--- config.mk ---
export PLATFORM = sky130hd
export DESIGN_NAME = hazard_ctrl
export DESIGN_NICKNAME = d
export VERILOG_FILES = /design/src/rtl/hazard_ctrl.sv
export SDC_FILE = /design/constraint.sdc
export NUM_CORES = 1
export LEC_CHECK = 0
export ABC_CLOCK_PERIOD_IN_PS = 8800
export BUFFER_PORTS_ARGS = -buffer_cell sky130_fd_sc_hd__buf_2
export CAP_MARGIN = 10
export CORE_ASPECT_RATIO = 2
export CORE_UTILIZATION = 38
export CTS_CLUSTER_DIAMETER = 100
export CTS_CLUSTER_SIZE = 12
export DETAILED_ROUTE_END_ITERATION = 8
export PLACE_DENSITY = 0.73
export SYNTH_ARGS = -nofsm -noshare
export SYNTH_HDL_FRONTEND = slang
export SYNTH_SLANG_ARGS = --single-unit
export TNS_END_PERCENT = 5
--- constraint.sdc ---
create_clock -name clk -period 8.8 [get_ports clk]
set_input_delay 0.44 -clock clk [delete_from_list [all_inputs] [get_ports clk]]
set_output_delay 0.44 -clock clk [all_outputs]
set_load 0.02 [all_outputs]
--- src/rtl/hazard_ctrl.sv ---
// Pipeline hazard controller for the 5-stage MIPS core.
// Resolves load-use and HI/LO hazards by stalling IF/ID, flushes IF/ID on
// taken branches/jumps, tracks mult/div occupancy and counts stall cycles.
module hazard_ctrl #(
    parameter int MD_LATENCY   = 8,   // cycles HI/LO stay busy after mult/div issues (1..255)
    parameter int FLUSH_CYCLES = 1    // flush cycles per taken branch/jump (1..15)
) (
    input  logic        clk,
    input  logic        reset,        // asynchronous, active-low
    input  logic [5:0]  opCode_ID,
    input  logic [5:0]  funct_ID,
    input  logic [4:0]  rs_ID,
    input  logic [4:0]  rt_ID,
    input  logic        memRead_EX,
    input  logic [4:0]  rt_EX,
    input  logic        pcSrc,
    output logic        pcWrite,
    output logic        ifIdWrite,
    output logic        ifIdFlush,
    output logic        hazard,
    output logic        mdBusy,
    output logic [1:0]  state,
    output logic [15:0] stallCycles
);

    typedef enum logic [1:0] {
        ST_RUN   = 2'b00,
        ST_STALL = 2'b01,
        ST_FLUSH = 2'b10
    } state_t;

    // What the pipeline is told to do this cycle.
    typedef enum logic [1:0] {
        CL_RUN,
        CL_STALL,
        CL_FLUSH
    } out_class_t;

    localparam logic [7:0] MD_LOAD    = 8'(MD_LATENCY);
    localparam logic [3:0] FLUSH_LOAD = 4'(FLUSH_CYCLES - 1);
    localparam state_t     FLUSH_NEXT = (FLUSH_CYCLES > 1) ? ST_FLUSH : ST_RUN;

    state_t     r_state;
    state_t     w_state_nxt;
    out_class_t w_class;
    logic [3:0] r_flush_cnt;
    logic [3:0] w_flush_nxt;
    logic [7:0] r_md_cnt;
    logic [15:0] r_stall_cycles;

    logic w_md_op;
    logic w_hilo_rd;
    logic w_load_use;
    logic w_md_busy;
    logic w_md_haz;

    // Instruction decode for the hazard rules.
    assign w_md_op    = (opCode_ID == 6'd0) &&
                        (funct_ID inside {6'h18, 6'h19, 6'h1A, 6'h1B});
    assign w_hilo_rd  = (opCode_ID == 6'd0) &&
                        (funct_ID inside {6'h10, 6'h12});
    // A load into $0 never produces a value anyone waits for.
    assign w_load_use = memRead_EX && (rt_EX != 5'd0) &&
                        ((rt_EX == rs_ID) || (rt_EX == rt_ID));
    assign w_md_busy  = (r_md_cnt != 8'd0);
    assign w_md_haz   = w_md_busy && (w_md_op || w_hilo_rd);

    // State register: FSM state and the remaining-flush counter.
    // NOTE: sequential state is written with <= so every register samples
    // pre-edge values regardless of block ordering.
    always_ff @(posedge clk or negedge reset) begin
        if (!reset) begin
            r_state     <= ST_RUN;
            r_flush_cnt <= 4'd0;
        end else begin
            r_state     <= w_state_nxt;
            r_flush_cnt <= w_flush_nxt;
        end
    end

    // Next-state logic: priority pcSrc > flush in progress > load-use > mult/div > run.
    // NOTE: every signal gets a default first so no path leaves it unassigned
    // (which would infer a latch).
    always_comb begin
        w_class     = CL_RUN;
        w_state_nxt = ST_RUN;
        w_flush_nxt = r_flush_cnt;
        if (pcSrc) begin
            // A taken branch overrides any pending stall.
            w_class     = CL_FLUSH;
            w_flush_nxt = FLUSH_LOAD;
            w_state_nxt = FLUSH_NEXT;
        end else if ((r_state == ST_FLUSH) && (r_flush_cnt != 4'd0)) begin
            w_class     = CL_FLUSH;
            w_flush_nxt = r_flush_cnt - 4'd1;
            w_state_nxt = (r_flush_cnt == 4'd1) ? ST_RUN : ST_FLUSH;
        end else if (w_load_use || w_md_haz) begin
            w_class     = CL_STALL;
            w_state_nxt = ST_STALL;
        end
    end

    // Output decode from the cycle's class; reset forces a safe hold+flush.
    always_comb begin
        pcWrite   = 1'b1;
        ifIdWrite = 1'b1;
        hazard    = 1'b0;
        ifIdFlush = 1'b0;
        mdBusy    = w_md_busy;
        if (!reset) begin
            pcWrite   = 1'b0;
            ifIdWrite = 1'b0;
            hazard    = 1'b1;
            ifIdFlush = 1'b1;
            mdBusy    = 1'b0;
        end else begin
            case (w_class)
                CL_STALL: begin
                    pcWrite   = 1'b0;
                    ifIdWrite = 1'b0;
                    hazard    = 1'b1;
                end
                CL_FLUSH: begin
                    hazard    = 1'b1;
                    ifIdFlush = 1'b1;
                end
                default: ;
            endcase
        end
    end

    assign state       = r_state;
    assign stallCycles = r_stall_cycles;

    // Mult/div occupancy: reload when a mult/div actually leaves ID, else count down.
    always_ff @(posedge clk or negedge reset) begin
        if (!reset) begin
            r_md_cnt <= 8'd0;
        end else if (w_md_op && (w_class == CL_RUN)) begin
            r_md_cnt <= MD_LOAD;
        end else if (r_md_cnt != 8'd0) begin
            r_md_cnt <= r_md_cnt - 8'd1;
        end
    end

    // Saturating count of cycles in which the PC was held.
    always_ff @(posedge clk or negedge reset) begin
        if (!reset) begin
            r_stall_cycles <= 16'd0;
        end else if ((w_class == CL_STALL) && (r_stall_cycles != 16'hFFFF)) begin
            r_stall_cycles <= r_stall_cycles + 16'd1;
        end
    end

endmodule
# ---- Word level (Yosys, flattened, before mapping)
# Cells that the tools add are included.
dict set report word_totals {
  ff_bits 30
  inputBits 31
  out_inout_bits 23
  wordCells 58
}
dict set report classes {
  n_addsub 3
  n_eq_ne 13
  mux 17
  n_reduce_logical 21
}
# op n
set op_table {}
lappend op_table {{$eq 6x5->1 const B} 6}
lappend op_table {{$add 16x1->16 const B} 1}
lappend op_table {{$mux 8} 2}
lappend op_table {{$ne 16x16->1 const B} 1}
lappend op_table {{$eq 5x5->1} 2}
lappend op_table {{$mux 2} 5}
lappend op_table {{$logic_and 1x1->1} 8}
lappend op_table {{$mux 1} 8}
lappend op_table {{$mux 4} 2}
lappend op_table {{$reduce_bool 4->1} 2}
lappend op_table {{$reduce_bool 8->1} 1}
lappend op_table {{$sub 8x1->8 const B} 1}
lappend op_table {{$logic_not 6->1} 1}
lappend op_table {{$reduce_bool 2->1} 3}
lappend op_table {{$reduce_bool 5->1} 1}
lappend op_table {{$eq 2x2->1 const B} 2}
lappend op_table {{$eq 4x1->1 const B} 1}
lappend op_table {{$sub 4x1->4 const B} 1}
lappend op_table {{$logic_or 1x1->1} 3}
lappend op_table {{$eq 2x1->1 const B} 1}
lappend op_table {{$logic_not 2->1} 1}
lappend op_table {{$reduce_or 2->1} 1}

# ---- Longest topological paths before layout
dict set report depth {
  ltp_word 13
  mapped_depth 14
  mapped_depth_nobuf 13
}

# ---- Least setup slack after synthesis
# No wires, ideal clock.
dict set report synth_path {
  kind {flip-flop to output port}
  from {register r_md_cnt[3]}
  to {output pcWrite}
  arrival_ns 2.619
  t_required_ns 8.360
  path_slack_ns 5.741
  stages_incl_launch_ff 10
  n_path_buf 3
  path_cell_list {dfrtp_1 -> or4_4 -> buf_6 -> nor3_4 -> nor3_2 -> a22o_1 -> ha_1 -> clkbuf_1 -> nor2b_1 -> buf_4}
}
dict set report synth_via {
  elab_chain_len 9
}
# item line_no
set synth_rtl {}
lappend synth_rtl {{from (decl)} 48} ;# logic [7:0] r_md_cnt;
lappend synth_rtl {{from (signal assigned)} 142} ;# r_md_cnt <= r_md_cnt - 8'd1;
lappend synth_rtl {{$reduce_bool 8->1} 65} ;# assign w_md_busy = (r_md_cnt != 8'd0);
lappend synth_rtl {{$logic_and 1x1->1} 66} ;# assign w_md_haz = w_md_busy && (w_md_op || w_hilo_rd);
lappend synth_rtl {{$logic_or 1x1->1} 97} ;# end else if (w_load_use || w_md_haz) begin
lappend synth_rtl {{$mux 1} 97}
lappend synth_rtl {{$mux 2} 93} ;# end else if ((r_state == ST_FLUSH) && (r_flush_cnt != 4'd0)) begin
lappend synth_rtl {{$mux 2} 88} ;# if (pcSrc) begin
lappend synth_rtl {{via w_class[0]} 45} ;# out_class_t w_class;
lappend synth_rtl {{$eq 2x1->1} --}
lappend synth_rtl {{$mux 1 (2 in a row)} --}
lappend synth_rtl {{to (decl)} 17} ;# output logic pcWrite,
# The timed path passes the listed nets, and every way through them passes these cells.

# ---- Worst setup path in the final report
dict set report layout_path {
  from {register r_flush_cnt[0]}
  to {register r_stall_cycles[13], in the netlist stallCycles[13]}
}
dict set report layout_via {
  elab_chain_len 6
}
# item line_no
set layout_rtl {}
lappend layout_rtl {{from (decl)} 46} ;# logic [3:0] r_flush_cnt;
lappend layout_rtl {{from (signal assigned)} 77} ;# r_flush_cnt <= w_flush_nxt;
lappend layout_rtl {{$reduce_bool 4->1} 93}
lappend layout_rtl {{$logic_and 1x1->1} 93}
lappend layout_rtl {{$mux 2} 93}
lappend layout_rtl {{$mux 2} 88}
lappend layout_rtl {{via w_class[0]} 45}
lappend layout_rtl {{$eq 2x1->1} 150} ;# end else if ((w_class == CL_STALL) && (r_stall_cycles != 16'hFFFF)) begin
lappend layout_rtl {{$logic_and 1x1->1} 150}
lappend layout_rtl {{to (signal assigned)} 151} ;# r_stall_cycles <= r_stall_cycles + 16'd1;
lappend layout_rtl {{to (decl)} 49} ;# logic [15:0] r_stall_cycles;
# The timed path passes the listed nets, and every way through them passes these cells.
# A chain may end at the register's enable or synchronous reset.

==> metrics.md <==
| Metric | Value |
|---|---|
| CP peak stage delay | `0.46 ns` |
| WP data required | `approximately 9.0 ns` |
| Power Internal | `0.283 mW` |
| Maximum clock path buffer count | `2` |
| Clock slew at reported path FFs | `0.07 ns` |
| Routed length on met1 | `approximately 1500 microns` |
| Met3 Wirelength | `113 microns` |
| Seq pwr share | `45.1%` |
| Cell Pwr Density | `180 nW/um^2` |
| Slew @ Worst Pin | `0.710 ns` |
| Mapped Nets | `230` |
| Die area | `5130 sq um` |
| Pin count of the biggest net entering global routing | `35` |
| Area Growth Syn to Fin | `22.6%` |
| Share of flip-flops with an asynchronous set or reset | `100%` |
| Final Hold Vio Count | `0` |
| Clock Tree Root | `clkbuf_8` |
| Crit start category | `register` |
| Leakage | `~1.1 nW` |
| Post-CTS resize count | `0` |
| First-pass GRT wire length | `6410 microns` |
| Remaining Overflow, GRT | `0` |
| CTS buffer count | `5` |
| Die Y | `100 microns` |
| Post-CTS Setup Repair Bufs | `0` |
| Core Region | `about 4600 sq um` |
| Initial Utilization | `39.6%` |
| EDFF count, synth | `0` |
| DRC violations left | `0` |
| H-tree depth | `2` |
| Commonest non-fill, non-tap cell in the layout | `buf_2` |
| Overall die width | `51.2 microns` |
| # IOs | `54` |
| Synth cell types | `47` |
| Final instance area | `2250 sq um` |
| Mapped Area | `1840 sq um` |
| Post-Synthesis Cells | `191` |
| CTS tree | `yes` |
| DR top layer | `met4` |
| Fmax | `0.298 GHz` |
| Worst Setup End Kind | `register` |
| Fin nets | `286` |
| Initial antenna violation count | `0` |
| Vias/cell | `about 5.3` |
| Unrepaired setup endpoints after global routing | `false` |
| Max stage delay cell, worst path | `or3b_2` |
| Pre-antenna DRT Iters | `4` |
| HPWL Detailed | `3030 microns` |
| Clock sinks | `30` |
| Clk pwr share | `about a third` |
| Critical path cell sequence | `inv_1 > ha_1 > or3b_2 > and2_1 > nor2_2 > inv_1 > nor2_1 > a22o_1 > ha_1 > and4_1 > nand4_1 > nor4_1 > xor2_1` |
| GPL Wtd Cong | `0.772` |
| Post-DP Area | `2140 sq um` |
| DR WL/cell | `13.1 microns` |
| Ys Warns | `0` |
| Worst EP arrival | `3.56 ns` |
| Comb pwr share | `around a fifth` |
| Yosys reg bits | `30` |
| Routed wl met2 | `2280 microns` |
| Skew-Pair Late Insertion Delay | `about 0.28 ns` |
| Worst-path fanout max | `10` |
| Slew margin rel. | `52.7%` |
| Final Critical Period | `3.36 ns` |
| Most frequent cells in the layout | `buf_2, dfrtp_1, xnor2_1, nor2_1, nand2_1` |
| Final WS setup | `5.44 ns` |
| Layout cell share with drive strength beyond 1 | `29.8%` |
| Initial DRC count | `22` |
| Antenna viol nets, final | `0` |
| WL final | `3970 microns` |
| Switching Fraction | `29.9%` |
| Vias in the first global route | `1503` |
| Main synth FF type | `dfrtp_1` |
| Routed vias | `approximately 1600` |
| Average size of a mapped cell | `between 9 and 10 sq um` |
| Setup tns final | `0 ns` |
| Max rail drop VDD | `0.116 mV` |
| Final period utilization | `38.2%` |
| Worst Hold Class | `in2async` |
| Run status | `completed` |
| Setup slack at placement | `~5.5 ns` |
| Net Sw Power | `0.121 mW` |
| WHS | `0.212 ns` |
| ANT cells | `0` |
| Worst reg2reg path depth | `13` |
| Port bufs | `52` |
| Clock skew | `0.00288 ns` |
| Tot GR Track Use | `between 15 and 20%` |
| Row count | `35` |
| Sequential cell area fraction in the yosys report | `40.9%` |
| Final setup fails | `0` |
| MaxCap Viol Count | `0` |
| Final Max Slew Viols | `0` |
| Setup CP Type | `reg2reg` |
| Core Util, Final | `48.5%` |
| CTS Hold Buffers Added | `0` |
[state kept, by name, summed over array words and instances, names as in the netlist]
signal and flops:
r_flush_cnt 4, state 2, stallCycles 16, r_md_cnt 8
[cell families after synthesis]
logic type,Yosys count,share of synthesized area [%]
AO/OA/AOI/OAI,28,10.1
AND/OR/NAND/NOR,85,26.6
XOR/XNOR,26,12.4
buffers and inverters,11,2.93
multiplexers,3,1.70
adder cells (fa/ha/maj),8,5.45
flip-flops,30,40.9
[power groups by stage]
stage / sequential, mW / combinational, mW / clock (mW)
floorplan: 0.182 / 0.0627 / 0
global route: 0.185 / 0.0990 / 0.144
finish: 0.182 / 0.0864 / 0.136
detailed placement: 0.184 / 0.0880 / 0
CTS: 0.181 / 0.0886 / 0.138
global placement: 0.183 / 0.0858 / 0
[path summary, 6_finish.rpt]
path | startpoint | to | slack, ns
min reg2reg | stallCycles[5] | stallCycles[5] | 0.49
min in group clk | pcSrc | r_flush_cnt[0] | 0.40
max | r_flush_cnt[0] | stallCycles[13] | 5.44
max in group asynchronous | reset | stallCycles[1] | 8.13
min | reset | state[0] | 0.21
max reg2reg | r_flush_cnt[0] | stallCycles[13] | 5.44
[through the flow]
step / cells / total power, mW
after floorplan: 191 / 0.245
after global placement: 294 / 0.269
after detailed placement: 294 / 0.272
after CTS: 302 / 0.408
after global routing: 303 / 0.428
final: 303 / 0.404
[synth_stat cells (all sizes together) (4+ instances only)]
| cell | instances | area share [%] |
|---|---|---|
| and3 | 6 | 2.0 |
| a21oi | 5 | 1.4 |
| and4 | 4 | 1.9 |
| o21ai | 9 | 2.5 |
| nand4 | 5 | 1.7 |
| nand3 | 8 | 2.2 |
| xnor2 | 18 | 8.6 |
| dfrtp | 30 | 41 |
| nor2 | 17 | 3.6 |
| nor4 | 5 | 1.7 |
| or3 | 5 | 2.0 |
| xor2 | 8 | 3.8 |
| ha | 8 | 5.4 |
| nand2 | 12 | 2.5 |
| nor2b | 4 | 1.4 |
| nor3 | 8 | 3.1 |
| inv | 7 | 1.4 |
[routing by layer]
layer / track usage, % / vias to the layer above
met4: 8.12 / 0
met3: 2.88 / 7
met5: 0 / -
met1: 16.0 / 770
li1: - / 792
met2: 31.8 / 34
[final cells by class]
| class | count | area [sq um] |
|---|---|---|
| fill | 489 | 2390 |
| multi-input combinational | 150 | 1030 |
| sequential | 30 | 751 |
| timing repair buffer | 53 | 265 |
| clock buffer | 5 | 68.8 |
| tap | 55 | 68.8 |
| clock inverter | 3 | 40.0 |
| inverter | 7 | 26.3 |
[worst max-delay path, delay by kind of cell, from the launching register on]
kind	cells	cell delay [ns]
AOI/OAI and AO/OA	1	0.16
adders and majority gates	2	0.54
and+or+nand+nor	7	1.81
buffers and inverters	2	0.16
DFF	1	0.42
xor gates and xnor gates	1	0.18
No activity file was read; power rests on OpenSTA's default activity.
